## config.mk

```make
export PLATFORM = sky130hd
export DESIGN_NAME = ara_eoc_monitor
export DESIGN_NICKNAME = d
export VERILOG_FILES = /design/src/rtl/ara_eoc_pkg.sv /design/src/rtl/ara_eoc_cycle_counter.sv /design/src/rtl/ara_eoc_monitor.sv
export SDC_FILE = /design/constraint.sdc
export NUM_CORES = 1
export LEC_CHECK = 0
export ABC_AREA = 1
export BUFFER_PORTS_ARGS = -buffer_cell sky130_fd_sc_hd__buf_2
export CORE_ASPECT_RATIO = 0.6
export CORE_MARGIN = 8
export CORE_UTILIZATION = 36
export CTS_BUF_LIST = sky130_fd_sc_hd__clkbuf_16
export CTS_CLUSTER_SIZE = 25
export DETAILED_ROUTE_END_ITERATION = 7
export GPL_ROUTABILITY_DRIVEN = 1
export PLACE_DENSITY = 0.77
export SYNTH_ARGS = -nofsm -noshare
export SYNTH_HDL_FRONTEND = slang
export SYNTH_HIERARCHICAL = 1
export SYNTH_SLANG_ARGS = --single-unit
```

## constraint.sdc

```tcl
create_clock -name clk_i -period 1.4 [get_ports clk_i]
set_clock_uncertainty 0.15 [all_clocks]
set_input_delay 0.21 -clock clk_i [delete_from_list [all_inputs] [get_ports clk_i]]
set_output_delay 0.21 -clock clk_i [all_outputs]
set_load 0.01 [all_outputs]
```

## src/rtl/ara_eoc_pkg.sv

```systemverilog
// ara_eoc_pkg
//   Shared definitions for the end-of-computation monitor: FSM state
//   encoding, default snoop addresses and the exit-valid bit index.
package ara_eoc_pkg;

    typedef enum logic [1:0] {
        ST_IDLE    = 2'd0,
        ST_RUNNING = 2'd1,
        ST_DONE    = 2'd2,
        ST_EXITED  = 2'd3
    } eoc_state_e;

    localparam logic [63:0] TOHOST_ADDR_DEFAULT = 64'h8000_1000;
    localparam logic [63:0] CTRL_ADDR_DEFAULT   = 64'h8000_1008;
    localparam int unsigned EXIT_VALID_BIT      = 0;

endpackage

```

## src/rtl/ara_eoc_cycle_counter.sv

```systemverilog
// ara_eoc_cycle_counter
//   64-bit saturating cycle counter.
//   Ports:
//     clk_i     clock
//     rst_ni    asynchronous active-low reset (count -> 0)
//     clear_i   synchronous clear, highest priority
//     enable_i  count one per cycle while high
//     freeze_i  hold the current value this cycle even if enabled
//     count_o   current count, sticks at all-ones
module ara_eoc_cycle_counter (
    input  logic        clk_i,
    input  logic        rst_ni,
    input  logic        clear_i,
    input  logic        enable_i,
    input  logic        freeze_i,
    output logic [63:0] count_o
);

    always_ff @(posedge clk_i or negedge rst_ni) begin
        if (!rst_ni) begin
            count_o <= '0;
        end else if (clear_i) begin
            count_o <= '0;
        end else if (enable_i && !freeze_i && (count_o != '1)) begin
            count_o <= count_o + 64'd1;
        end
    end

endmodule

```

## src/rtl/ara_eoc_monitor.sv

```systemverilog
// ara_eoc_monitor
//   Passive snooper of a write channel. Captures the tohost exit code and,
//   when built with ARA_EOC_RUNTIME_EN, measures the cycle count between
//   start/stop writes to the control address.
//   Ports:
//     clk_i, rst_ni       clock, asynchronous active-low reset
//     wr_valid_i/ready_i  snooped handshake (write fires when both high)
//     wr_addr_i           snooped write address
//     wr_data_i           snooped write data (bits [63:0] used)
//     exit_o              {code, exit_valid}, sticky until reset
//     runtime_o           live counter value
//     runtime_valid_o     runtime_o holds a completed measurement
//   Build option: ARA_EOC_RUNTIME_EN enables the runtime counter; without it
//   runtime outputs are tied to 0 and control writes are ignored.
//
//   state      | meaning
//   ST_IDLE    | waiting for start or exit
//   ST_RUNNING | counter incrementing each cycle
//   ST_DONE    | measurement complete, runtime_valid_o high
//   ST_EXITED  | exit code captured, all further writes ignored
module ara_eoc_monitor
    import ara_eoc_pkg::*;
#(
    parameter int unsigned            AddrWidth  = 64,
    parameter int unsigned            DataWidth  = 64,
    parameter logic [AddrWidth-1:0]   TohostAddr = AddrWidth'(TOHOST_ADDR_DEFAULT),
    parameter logic [AddrWidth-1:0]   CtrlAddr   = AddrWidth'(CTRL_ADDR_DEFAULT)
) (
    input  logic                  clk_i,
    input  logic                  rst_ni,
    input  logic                  wr_valid_i,
    input  logic                  wr_ready_i,
    input  logic [AddrWidth-1:0]  wr_addr_i,
    input  logic [DataWidth-1:0]  wr_data_i,
    output logic [63:0]           exit_o,
    output logic [63:0]           runtime_o,
    output logic                  runtime_valid_o
);

    eoc_state_e  state_q;
    logic        fire;
    logic [63:0] data64;
    logic        tohost_hit;
    logic        exit_req;

    assign fire       = wr_valid_i & wr_ready_i;
    assign data64     = wr_data_i[63:0];
    assign tohost_hit = fire && (wr_addr_i == TohostAddr);
    assign exit_req   = tohost_hit && data64[EXIT_VALID_BIT];

`ifdef ARA_EOC_RUNTIME_EN
    logic ctrl_hit;
    logic start_req;
    logic stop_req;
    logic rt_valid_q;
    logic cnt_clear;

    // Tohost wins if both parameters are ever set to the same address.
    assign ctrl_hit  = fire && (wr_addr_i == CtrlAddr) && !tohost_hit;
    assign start_req = ctrl_hit &&  data64[0];
    assign stop_req  = ctrl_hit && !data64[0];
    assign cnt_clear = start_req && (state_q != ST_EXITED);

    always_ff @(posedge clk_i or negedge rst_ni) begin
        if (!rst_ni) begin
            state_q    <= ST_IDLE;
            exit_o     <= '0;
            rt_valid_q <= 1'b0;
        end else if (state_q != ST_EXITED) begin
            if (exit_req) begin
                exit_o  <= data64;
                state_q <= ST_EXITED;
                if (state_q == ST_RUNNING) begin
                    rt_valid_q <= 1'b1;
                end
            end else if (start_req) begin
                state_q    <= ST_RUNNING;
                rt_valid_q <= 1'b0;
            end else if (stop_req && (state_q == ST_RUNNING)) begin
                state_q    <= ST_DONE;
                rt_valid_q <= 1'b1;
            end
        end
    end

    // The stop cycle is still RUNNING, so its final increment happens
    // naturally; an exit freezes the count instead.
    ara_eoc_cycle_counter u_counter (
        .clk_i    (clk_i),
        .rst_ni   (rst_ni),
        .clear_i  (cnt_clear),
        .enable_i (state_q == ST_RUNNING),
        .freeze_i (exit_req),
        .count_o  (runtime_o)
    );

    assign runtime_valid_o = rt_valid_q;
`else
    always_ff @(posedge clk_i or negedge rst_ni) begin
        if (!rst_ni) begin
            state_q <= ST_IDLE;
            exit_o  <= '0;
        end else if ((state_q != ST_EXITED) && exit_req) begin
            exit_o  <= data64;
            state_q <= ST_EXITED;
        end
    end

    assign runtime_o       = '0;
    assign runtime_valid_o = 1'b0;
`endif

endmodule
```

### Word level (Yosys, flattened, before mapping)

Cells that the tools add are included.

* register bits after elaboration: 65
* word-level logic and storage cells: 8

* eq/ne operators: 2
* bitwise logic cells: 1
* reductions and logical operators: 3

Operators with widths (number)
* $eq 64x32->1 const B: 1
* $logic_and 1x1->1: 3
* $ne 2x2->1 const B: 1
* $and 1x1->1: 1

### Logic depth before layout (Yosys ltp)

* word-level depth: 4
* gate-level depth with buffers: 11
* depth with buffers taken out: 9

### Worst setup path after synthesis

Ideal clock, no wire load.

* path kind: register -> register
* start point: register state_q[0] (netlist name)
* end point: register exit_o[10]
* arrival: 1274 ps
* data required time: 1133 ps
* path slack: -142 ps
* stages on the path, launching flop included: 9
* cells stage by stage: dfrtp_1 -> inv_1 -> nand3_1 -> nor2_2 -> nand3_1 -> buf_2 -> buf_2 -> nand2_1 -> nand2_1

* cells in the longest elaborated chain, start to end: 2

RTL lines
* $ne 2x2->1: line ara_eoc_monitor.sv:103 `end else if ((state_q != ST_EXITED) && exit_req) begin`
* $logic_and 1x1->1: line ara_eoc_monitor.sv:103
* end signal: assignment: line ara_eoc_monitor.sv:104 `exit_o <= data64;`
* end: declaration: line ara_eoc_monitor.sv:35 `output logic [63:0] exit_o,`

No other way between the ends.
A chain may end at the register's enable or synchronous reset.

### Worst setup path in the final report

* start point: register state_q[0] (netlist name)
* end point: register exit_o[28]

* cells in the longest elaborated chain, start to end: 2

RTL lines (line)
* $ne 2x2->1: ara_eoc_monitor.sv:103
* $logic_and 1x1->1: ara_eoc_monitor.sv:103

No other way between the ends.

==> reports/results.ini <==
[finish]
layout-drive-gt1-share_pct=36.2
nNetsFinal=794
multi_input_area_sq_um=1440
area.growth.synth_to_final_pct=59.6
antenna_cells=0
layout_commonest_cell=buf_2
final_cell_mix=buf_2, nand2_1, nand4_1, conb_1, dfrtp_1
seq_area_sq_um=1630
post_layout_nonfiller_instances=782
fill_cells=791

[worst_setup_path]
cp_slowest_cell=dfrtp_1
critPathCaptureType=flop
path_common_cell=nand2_1
path_cells=inv_2, nand3_2, nor2_4, nand3_4, buf_12, nand2_1, nand2_1
path_max_fanout=33
worst-setup-path-type=reg2reg
required_ns=1.46
start_kind=flop
cpPeakStageDelay_ns=0.37
cp.arrival_ns=1.51

[global_routing]
grt.met2_usage_pct=31.1
grt_overflow_total=0
antenna_found_initial=0
use_met1_pct=21.2
gr-usage-met3_pct=6.70
grt_max_degree=66
top_usage_layer=met2
track_usage_pct=18.2
grt_pass1_vias=3613
grt_first_pass_wirelength_mm=18.9

[timing]
fmax_mhz=689
setup_viol=57
fin_crit_sh_pct=104
finalHoldViolCount=0
period_minus_slack_ns=1.45
setup_tns_ns=-1.05
rsz0062_at_grt=true
fin_ws_ns=-0.0513
finalMaxSlewViolations=0

[pwr]
intPower_mw=3.47
ir_drop_v=0.000528
total_switching_power_uw=982
p_clk_share_pct=47.1
p_seq_share_pct=42.3
p_leak_nw=3.14
powerDensity_nw_per_um2=828
power_frac_comb_pct=10.6
switching_share_pct=22.1

[placement]
finalWeightedCongestion=0.810
place_inst=706
pre_cts_slack_ns=-0.286
numPortBuffers=195
dp_hpwl_mm=8.42

[synthesis]
synth_top_area_share_pct=48.3
syn_area_per_cell_sq_um=8.17
synthSimpleGateAreaFrac_pct=33.5
synth_xor_xnor_area_share_pct=0
yosysSeqAreaShare_pct=48.3
synth_compound_area_share_pct=0
synthMuxAreaShare_pct=0
synth_warnings=6
synth_cells=412
synth.cell_area_sq_um=3360
synth_top_cell_by_area=dfrtp_1
ys_seq_elements=65
synth_fa_ha_area_share_pct=0
synth_top_family_by_area=simple AND/OR/NAND/NOR gates
synthTopCellsByArea=dfrtp_1, nand2_1, buf_4
synth_cell_types=12

[cts]
clock_tree.root_cell=clkbuf_16
cts_htree_levels=3
path_clk_slew_ns=0.05
clock_path_buffers=2
clock-sinks=65
clk_latency_ns=0.32
cts_buffers=9
cts_tree=yes

[detailed_routing]
drtIter0Drc=109
wirelength_mm=13.0
vias=3592
wire_per_inst_um=16.6
vias_per_cell=4.59
ant_nets=0
drt-pass1-iter-count=4
drc=0

[min_path]
hold_class=in2reg

[floorplan]
die_area_sq_um=12800
die_w_um=141
die_y_um=90.9
ios=261
start_util_pct=36.9
core_sq_um=9120
placementRows=27

[status]
run_status=complete, but fails checks
violations=negative setup slack

[flow_run]
max-cap-violations=0

## timing repair
item,in CTS,in global routing
hold endpoints to repair,115,1
endpoints found under the setup margin,63,65
buffers inserted,1,0
pin swaps,1,34
gates resized for setup,1,9
cloned,0,8
hold buffers,51,1
## path summary, 6_finish.rpt
kind / from / to / slack [ns] / cells after the start
setup / recovery: state_q[0] / exit_o[28] / -0.05 / 7
hold / removal: wr_data_i[42] / exit_o[42] / 0.006 / 3
setup reg to reg: state_q[0] / exit_o[28] / -0.05 / 7
hold reg to reg: exit_o[0] / exit_o[0] / 0.32 / 2
max in group asynchronous: rst_ni / exit_o[23] / 0.49 / 3
min in group asynchronous: rst_ni / exit_o[36] / 0.33 / 3
## critical path, delay by kind of cell, from the launching register on
family | cells | cell delay, ns
AND/OR/NAND/NOR | 5 | 0.54
buffers and inverters | 2 | 0.25
flip-flops | 1 | 0.37
## registers in the layout (all words and copies together) (netlist names)
register  count
state_q       1
exit_o       64
## per-stage QoR
| step | area, sq um | hold WS (ns) | util, % | power, mW |
|---|---|---|---|---|
| 6_report | 5370 | 0.00567 | 58.9 | 4.45 |
| 5_1_grt | 5370 | -0.00107 | 58.9 | 4.64 |
| 4_1_cts | 5160 | 0.00150 | 56.6 | 4.49 |
| 3_5_place_dp | 4350 | 0.109 | 47.7 | 2.26 |
| 3_3_place_gp | 4350 | 0.0991 | 47.7 | 2.25 |
| 2_1_floorplan | 3690 | -0.236 | - | 2.16 |
## cell usage after synthesis
library cell,count
nand2_1,143
buf_4,65
dfrtp_1,65
nand4_1,65
nor2_1,37
clkbuf_1,19
buf_2,6
inv_1,5
nand3_1,3
nor2_4,2
conb_1,1
nor2_2,1
## final cells by class
class	count	area share (%)
flip-flops and latches	65	30.3
clock buffers	9	4.19
well taps	116	2.70
repair buffers	265	34.7
inverters	5	0.349
clock inverters	6	0.955
multi-input cells	316	26.8
## layer usage
metal,wire [um],vias up
li1,-,1727
met1,5290,1706
met2,6530,150
met3,1020,9
met4,119,0
met5,0,-
## logic make-up after synthesis
| logic type | count (synthesis) |
|---|---|
| and+or+nand+nor | 251 |
| buffers and inverters | 95 |
| DFF | 65 |
| other | 1 |
## power by group through the flow
stage	Sequential (mW)	Combinational [mW]	Clock (mW)
floorplan	1.91	0.242	0
global placement	1.91	0.339	0
detailed placement	1.91	0.344	0
CTS	1.88	0.458	2.15
global route	1.88	0.517	2.25
finish	1.88	0.471	2.10
Power figures use the tool's default switching activity.
